==> src/rtl/seg7_scan_driver.sv <==
// seg7_scan_driver: scans a 4-digit common-anode 7-segment display showing MM:SS.
// Binary minutes/seconds are latched once per frame so a digit never tears, split
// into tens/units, decoded active-low, and optionally blinked for the pair under
// adjustment. Scan and blink rates come from internal prescalers on clk.
// Optional build macro LZ_BLANK_EN: blank a minutes-tens digit of 0 (a dash is
// still shown).
module seg7_scan_driver #(
  parameter int unsigned SCAN_DIV  = 100000,
  parameter int unsigned BLINK_DIV = 25000000
) (
  input  logic       clk,
  input  logic       reset,
  input  logic [5:0] minutes,
  input  logic [5:0] seconds,
  input  logic       sel,
  input  logic       adj,
  output logic [3:0] anode,
  output logic [6:0] segments
);

  localparam int unsigned SCAN_W  = (SCAN_DIV  > 1) ? $clog2(SCAN_DIV)  : 1;
  localparam int unsigned BLINK_W = (BLINK_DIV > 1) ? $clog2(BLINK_DIV) : 1;

  localparam logic [6:0] SEG_DASH  = 7'b0111111;
  localparam logic [6:0] SEG_OFF   = 7'b1111111;
  localparam logic [3:0] ANODE_OFF = 4'b1111;

  // Active-low {g,f,e,d,c,b,a} pattern for one decimal digit.
  function automatic logic [6:0] decode(input logic [3:0] d);
    case (d)
      4'd0:    decode = 7'b1000000;
      4'd1:    decode = 7'b1111001;
      4'd2:    decode = 7'b0100100;
      4'd3:    decode = 7'b0110000;
      4'd4:    decode = 7'b0011001;
      4'd5:    decode = 7'b0010010;
      4'd6:    decode = 7'b0000010;
      4'd7:    decode = 7'b1111000;
      4'd8:    decode = 7'b0000000;
      4'd9:    decode = 7'b0010000;
      default: decode = SEG_OFF;
    endcase
  endfunction

  logic [SCAN_W-1:0]  scan_cnt_q,  scan_cnt_d;
  logic [1:0]         digit_idx_q, digit_idx_d;
  logic [BLINK_W-1:0] blink_cnt_q, blink_cnt_d;
  logic               blink_phase_q, blink_phase_d;
  logic               adj_q;
  logic [5:0]         min_lat_q, min_lat_d;
  logic [5:0]         sec_lat_q, sec_lat_d;
  logic [3:0]         anode_q, anode_d;
  logic [6:0]         segments_q, segments_d;

  logic       scan_wrap, frame_wrap, blink_wrap, adj_rise;
  logic [5:0] pair_val;
  logic       pair_bad;
  logic [3:0] digit;
  logic       blank;

  // Scan prescaler, digit index and once-per-frame input latch.
  always_comb begin
    scan_wrap   = (scan_cnt_q == SCAN_W'(SCAN_DIV - 1));
    scan_cnt_d  = scan_wrap ? '0 : scan_cnt_q + 1'b1;
    digit_idx_d = scan_wrap ? digit_idx_q + 2'd1 : digit_idx_q;
    frame_wrap  = scan_wrap && (digit_idx_q == 2'd3);
    min_lat_d   = frame_wrap ? minutes : min_lat_q;
    sec_lat_d   = frame_wrap ? seconds : sec_lat_q;
  end

  // Blink prescaler; an adj rising edge restarts it with the digits visible.
  always_comb begin
    adj_rise   = adj && !adj_q;
    blink_wrap = (blink_cnt_q == BLINK_W'(BLINK_DIV - 1));
    if (adj_rise) begin
      blink_cnt_d   = '0;
      blink_phase_d = 1'b0;
    end else begin
      blink_cnt_d   = blink_wrap ? '0 : blink_cnt_q + 1'b1;
      blink_phase_d = blink_wrap ? !blink_phase_q : blink_phase_q;
    end
  end

  // Next anode/segment values for the current digit slot, including blanking.
  always_comb begin
    // NOTE: every output of this block gets a value before any conditional
    // override, so no path leaves a signal unassigned and no latch is inferred.
    pair_val   = digit_idx_q[1] ? min_lat_q : sec_lat_q;
    pair_bad   = (pair_val > 6'd59);
    digit      = digit_idx_q[0] ? 4'(pair_val / 6'd10) : 4'(pair_val % 6'd10);
    segments_d = pair_bad ? SEG_DASH : decode(digit);
    anode_d    = ~(4'b0001 << digit_idx_q);
    // digit_idx[1] is 1 for the minutes pair; sel=0 selects minutes.
    blank      = adj && (digit_idx_q[1] != sel) && blink_phase_d;
`ifdef LZ_BLANK_EN
    if ((digit_idx_q == 2'd3) && !pair_bad && (digit == 4'd0)) blank = 1'b1;
`else
`endif
    if (blank) begin
      anode_d    = ANODE_OFF;
      segments_d = SEG_OFF;
    end
  end

  // State and registered outputs; reset aborts any frame in progress.
  always_ff @(posedge clk) begin
    // NOTE: sequential state uses non-blocking assignments so every flop
    // samples pre-edge values regardless of statement order.
    if (reset) begin
      scan_cnt_q    <= '0;
      digit_idx_q   <= 2'd0;
      blink_cnt_q   <= '0;
      blink_phase_q <= 1'b0;
      adj_q         <= 1'b0;
      min_lat_q     <= 6'd0;
      sec_lat_q     <= 6'd0;
      anode_q       <= ANODE_OFF;
      segments_q    <= SEG_OFF;
    end else begin
      scan_cnt_q    <= scan_cnt_d;
      digit_idx_q   <= digit_idx_d;
      blink_cnt_q   <= blink_cnt_d;
      blink_phase_q <= blink_phase_d;
      adj_q         <= adj;
      min_lat_q     <= min_lat_d;
      sec_lat_q     <= sec_lat_d;
      anode_q       <= anode_d;
      segments_q    <= segments_d;
    end
  end

  assign anode    = anode_q;
  assign segments = segments_q;

endmodule
==> config.mk <==
export PLATFORM = sky130hd
export DESIGN_NAME = seg7_scan_driver
export DESIGN_NICKNAME = d
export VERILOG_FILES = /design/src/rtl/seg7_scan_driver.sv
export SDC_FILE = /design/constraint.sdc
export NUM_CORES = 1
export LEC_CHECK = 0
export ABC_AREA = 1
export BUFFER_PORTS_ARGS = -buffer_cell sky130_fd_sc_hd__clkbuf_2
export CAP_MARGIN = 20
export CORE_MARGIN = 2
export CORE_UTILIZATION = 60
export CTS_CLUSTER_DIAMETER = 80
export DETAILED_ROUTE_END_ITERATION = 7
export PLACE_DENSITY_LB_ADDON = 0.2
export SLEW_MARGIN = 25
export SYNTH_ARGS = -nofsm -noshare
export SYNTH_HDL_FRONTEND = slang
export SYNTH_SLANG_ARGS = --single-unit
export TNS_END_PERCENT = 30
==> constraint.sdc <==
create_clock -name clk -period 8.18 [get_ports clk]
set_input_delay 0.409 -clock clk [delete_from_list [all_inputs] [get_ports clk]]
set_output_delay 0.409 -clock clk [all_outputs]
set_load 0.01 [all_outputs]
* Word level (Yosys, flattened, before mapping)
Memories as Yosys holds them, arrays and structs flattened.
Cells that the tools add are included.
** Storage, ports and cells
- Flip-flop bits (word level) :: 69
- ROM bits :: 112
- Bits of input ports :: 16
- Output and inout port bits :: 11
- Word-level logic and storage cells :: 38
- Memories :: 1
** Memory list
- (name not given) :: depth 16, width 7, rd ports 1, clocked after Yosys merged registers in 0, write ports 0, RTL line 30 : case (d)
** Operators by class
- Add/subtract/negate cells :: 3
- Divide/modulo/power cells :: 2
- Order comparisons :: 1
- Equal/unequal tests :: 4
- Shift operators :: 1
- Mux-type cells :: 5
- Bitwise logic cells :: 1
- Reductions and logical operators :: 10
** Operators with widths (number)
- $add 25x1->25 const B :: 1
- $eq 25x25->1 const B :: 1
- $add 17x1->17 const B :: 1
- $eq 17x17->1 const B :: 1
- $mux 7 :: 1
- $div 6x4->6 const B :: 1
- $gt 6x6->1 const B :: 1
- $mod 6x4->6 const B :: 1
- $mux 6 :: 1
- $reduce_or 3->1 :: 2
- $logic_and 1x1->1 :: 4
- $mux 4 :: 1
- $not 4->4 :: 1
- $reduce_or 2->1 :: 2
- $shl 1x2->4 const A :: 1
- $add 2x1->2 const B :: 1
- $eq 2x2->1 const B :: 1
- $logic_not 1->1 :: 2
- $mux 1 :: 2
- $ne 1x1->1 :: 1

* Longest topological paths before layout
- Word-level depth :: 5
- Mapped depth :: 23
- Gate-level depth less buffers :: 22

* Worst setup path before layout
Ideal clock, no wire load.
- Kind :: register -> register
- Start point :: reg digit_idx_q[1]
- End point :: reg segments_q[3] (netlist: segments[3])
- Library setup time :: 0.131 ns
- Data arrival time :: 2.502 ns
- Data required time :: 8.049 ns
- Slack :: 5.548 ns
- Stages on the path, launching flop included :: 20
- Buffers on the path :: 1
- Period minus slack after synthesis :: 2.632 ns
- Cells stage by stage :: dfxtp_1 > buf_6 > nand2_2 > nand2_4 > clkinv_4 > ha_1 > a21oi_2 > inv_1 > nand2_1 > nor2_1 > o21ai_2 > nand3_2 > nand2_2 > nand2_2 > o21ai_1 > inv_1 > ha_1 > inv_1 > nor2_1 > o21ai_1
** Between the ends
- Longest elaborated chain between the ends :: 4
- Elaborated cells between the ends (all ways) :: 10
- Those cells by class :: div: 2; order compare: 1; eq/ne: 1; mux: 2; reduce/logical: 3; memory: 1
** Ends and longest elaborated chain
- from (decl) :: RTL line 46 : logic [1:0] digit_idx_q, digit_idx_d;
- from (signal assigned) :: RTL line 121 : digit_idx_q <= digit_idx_d;
- $mux 6 or $ne 1x1->1 (tied branches) :: RTL line 88, 94
- $mod 6x4->6 (tied with other cells) :: RTL line 90 : digit = digit_idx_q[0] ? 4'(pair_val / 6'd10) : 4'(pair_val % 6'd10);
- $mux 4 or $logic_and 1x1->1 (tied branches) :: RTL line 90, 94
- $mem_v2 16x7 or $reduce_or 3->1 (tied branches)
- to (signal assigned) :: RTL line 128 : segments_q <= segments_d;
- to (decl) :: RTL line 53 : logic [6:0] segments_q, segments_d;
Parallel ways exist; a longest one is shown, timed or not.
A chain may end at the register's enable or synchronous reset.

* Worst setup path after layout
- Start point :: reg digit_idx_q[1]
- End point :: reg segments_q[5] (netlist: segments[5])
The elaborated chain is that of the path after synthesis.

==> results.yml <==
yosys:
  syn_area_um2: 3470
  synth-edff-count: 0
  synth_seq_cells: 69
  avgSynthCellArea_um2: 7.53
  syn_inst: 461
  yosysTopAreaCell: "dfxtp_1"
  ys_types: 41
  synth_ff_type: "dfxtp_1"
  synth.most_common_cell: "dfxtp_1"
  synthArstFlopShare: 0
  yosys_warnings: 0
  yosysSeqAreaShare: 0.398
  synth_top_cell_area_share: 0.398
  synth_area_leaders: "dfxtp_1 (40%), inv_1 (6.9%), nor3_1 (6.8%), nand2_1 (6.7%), nor2_1 (5.8%)"
  synthesis.nets: 489
  synthTopCellsByCount: "dfxtp_1 (69), inv_1 (64), nand2_1 (62), nor2_1 (54), nor3_1 (47)"
sta:
  final_hold_viol_count: 0
  fmax_ghz: 0.319
  finalSetupTns_ns: 0
  fin_crit_ns: 3.14
  grt_setup_unrepaired: "no"
  finalCritPeriodShare: 0.383
  slew_viol_final: 0
  slew_headroom: 0.511
  fin_skew_ns: 0.00626
  worst_slew_pin_slew_ns: 0.731
  setup_viol: 0
place:
  gp_congestion: 0.877
  hpwl_um: 4960
  numPortBuffers: 26
die:
  die_area_um2: 6410
  start_util: 0.627
  die_h_um: 80.1
  io-pin-count: 27
  core_um2: 5540
  rows: 27
  die_w_um: 80.1
job:
  maxCapViolations: 0
run_status:
  status: "finished clean"
global_route:
  grt_usage: 0.229
  grt_start_max_net_pins: 18
  grt_pass1_vias: 2796
  grt.overflow.total: 0
  antenna_found_initial: 0
  grt_pass1_wl_um: 11700
clock_tree:
  clkSlewWorstSetupHoldPaths_ns: 0.07
  cts_resized: 0
  tritoncts.num_buffers: 9
  clock-sinks: 69
  clock_path_buffers: 2
  cts_tree: "built"
  cts_hold_buf: 0
  clock_latency_ns: 0.33
  cts-htree-levels: 3
  cts_root_buf: "clkbuf_8"
  post_cts_buffers: 0
route:
  wire_per_inst_um: 11.6
  num_vias: 2926
  drc_errors: 0
  viasPerCell: 5.18
  drtIter0Drc: 159
  ant_nets: 0
  firstDrtPassIters: 4
  routed_wl_um: 6570
setup_path:
  crit_slowest_cell: "dfxtp_1"
  critical_path.max_stage_delay_ns: 0.70
  r2r_slack_ns: 5.04
  path_class: "reg -> reg"
  r2r_cells: 19
  path_cells: "nand2_2 > nand2_4 > clkinv_4 > ha_1 > a21oi_2 > inv_1 > nand2_1 > nor2_1 > o21ai_2 > nand3_2 > nand2_2 > nand2_2 > o21ai_1 > inv_1 > ha_1 > inv_1 > nand3_1 > nand3_1 > nand2_1"
  endpoint_kind: "register"
  path_buf_inv: 4
  path_max_fanout: 11
  cp.required_ns: 8.39
  crit_path_start_kind: "register"
  crit_family: "simple AND/OR/NAND/NOR gates"
  arrival_ns: 3.35
  regToRegEndpoint: "segments[5]$_SDFF_PP1_"
  rr_startpoint: "digit_idx_q[1]$_SDFFE_PP0P_"
finish:
  fin_nets: 518
  drive_gt1_frac: 0.168
  diodes: 0
  area_growth_pct: 10.0
  fillCellCount: 476
min_path:
  hold_class: "in -> reg"
  whs_path_depth: 3
  hold_end: "adj_q$_SDFF_PP0_"
  hold_path_startpoint: "adj"
power:
  power.density_nw_per_um2: 157
  power_leakage_uw: 0.00154
  irDropWorstVdd_v: 0.000110
  power_uw: 600
-- per-layer routing --
metal	global-route usage	vias up	share of wire
met1	0.291	1290	0.50
met2	0.368	64	0.44
li1	-	1558	-
met3	0.0539	14	0.041
met4	0.107	0	0.021
met5	0	-	0
-- tightest hold or removal path: stages --
cell and delay [ns]:
clkbuf_2 0.11, inv_1 0.08, nor2_1 0.04
-- layout by cell type (no fill, tap or decap), drive strengths merged, types with 5 or more instances in the layout --
cell / n
nor4: 7
nand3: 28
inv: 67
o21ai: 19
ha: 12
clkbuf: 38
xor2: 5
dfxtp: 69
nand2: 84
nor3: 49
nand4: 7
nor2: 59
a21oi: 26
-- layout make-up --
type,count,area (um^2),share of cell area
Timing Repair Buffer,26,130,0.0341
Tap cell,72,90.1,0.0236
Sequential cell,69,1380,0.361
Clock buffer,12,155,0.0406
Inverter,68,268,0.0701
Clock inverter,2,10.0,0.00262
Multi-Input combinational cell,316,1790,0.468
-- through the flow --
stage	utilization	cell area (um^2)	cells	setup slack, ns	hold WS, ns
after floorplan	-	3470	461	5.55	0.418
after global placement	0.660	3660	551	5.20	0.430
after detailed placement	0.660	3660	551	5.09	0.438
after CTS	0.690	3820	565	5.05	0.331
after global routing	0.690	3820	565	4.67	0.338
final	0.690	3820	565	5.04	0.343
-- how the worst max path moves through the flow --
stage	depth (start not counted)	start	endpoint	slack, ns
floorplan	19	digit_idx_q[1]$_SDFFE_PP0P_	segments[3]$_SDFF_PP1_	5.55
global placement	18	digit_idx_q[1]$_SDFFE_PP0P_	segments[3]$_SDFF_PP1_	5.20
detailed placement	19	digit_idx_q[1]$_SDFFE_PP0P_	segments[5]$_SDFF_PP1_	5.09
CTS	19	digit_idx_q[1]$_SDFFE_PP0P_	segments[5]$_SDFF_PP1_	5.05
global route	19	digit_idx_q[1]$_SDFFE_PP0P_	segments[6]$_SDFF_PP1_	4.67
finish	19	digit_idx_q[1]$_SDFFE_PP0P_	segments[5]$_SDFF_PP1_	5.04
-- registers in the layout, indices dropped and copies added (netlist names) --
name and cells:
blink_cnt_q 25, scan_cnt_q 17, segments 7, min_lat_q 6
sec_lat_q 6, anode 4, digit_idx_q 2, adj_q 1
blink_phase_q 1
-- cells by family after synthesis --
family          Yosys count  share of synthesized area
compound gates           54                     0.0926
buf+inv                  76                     0.0879
flops                    69                      0.398
fa+ha+maj                12                     0.0432
xor+xnor                  8                     0.0202
simple gates            242                      0.358
-- report_power, final --
group          total (uW)  switching (uW)  internal (uW)
clock                 238             116            122
combinational        19.9            12.4           7.42
sequential            342            2.02            340
Note: power is estimated with default switching activity, not from simulation.
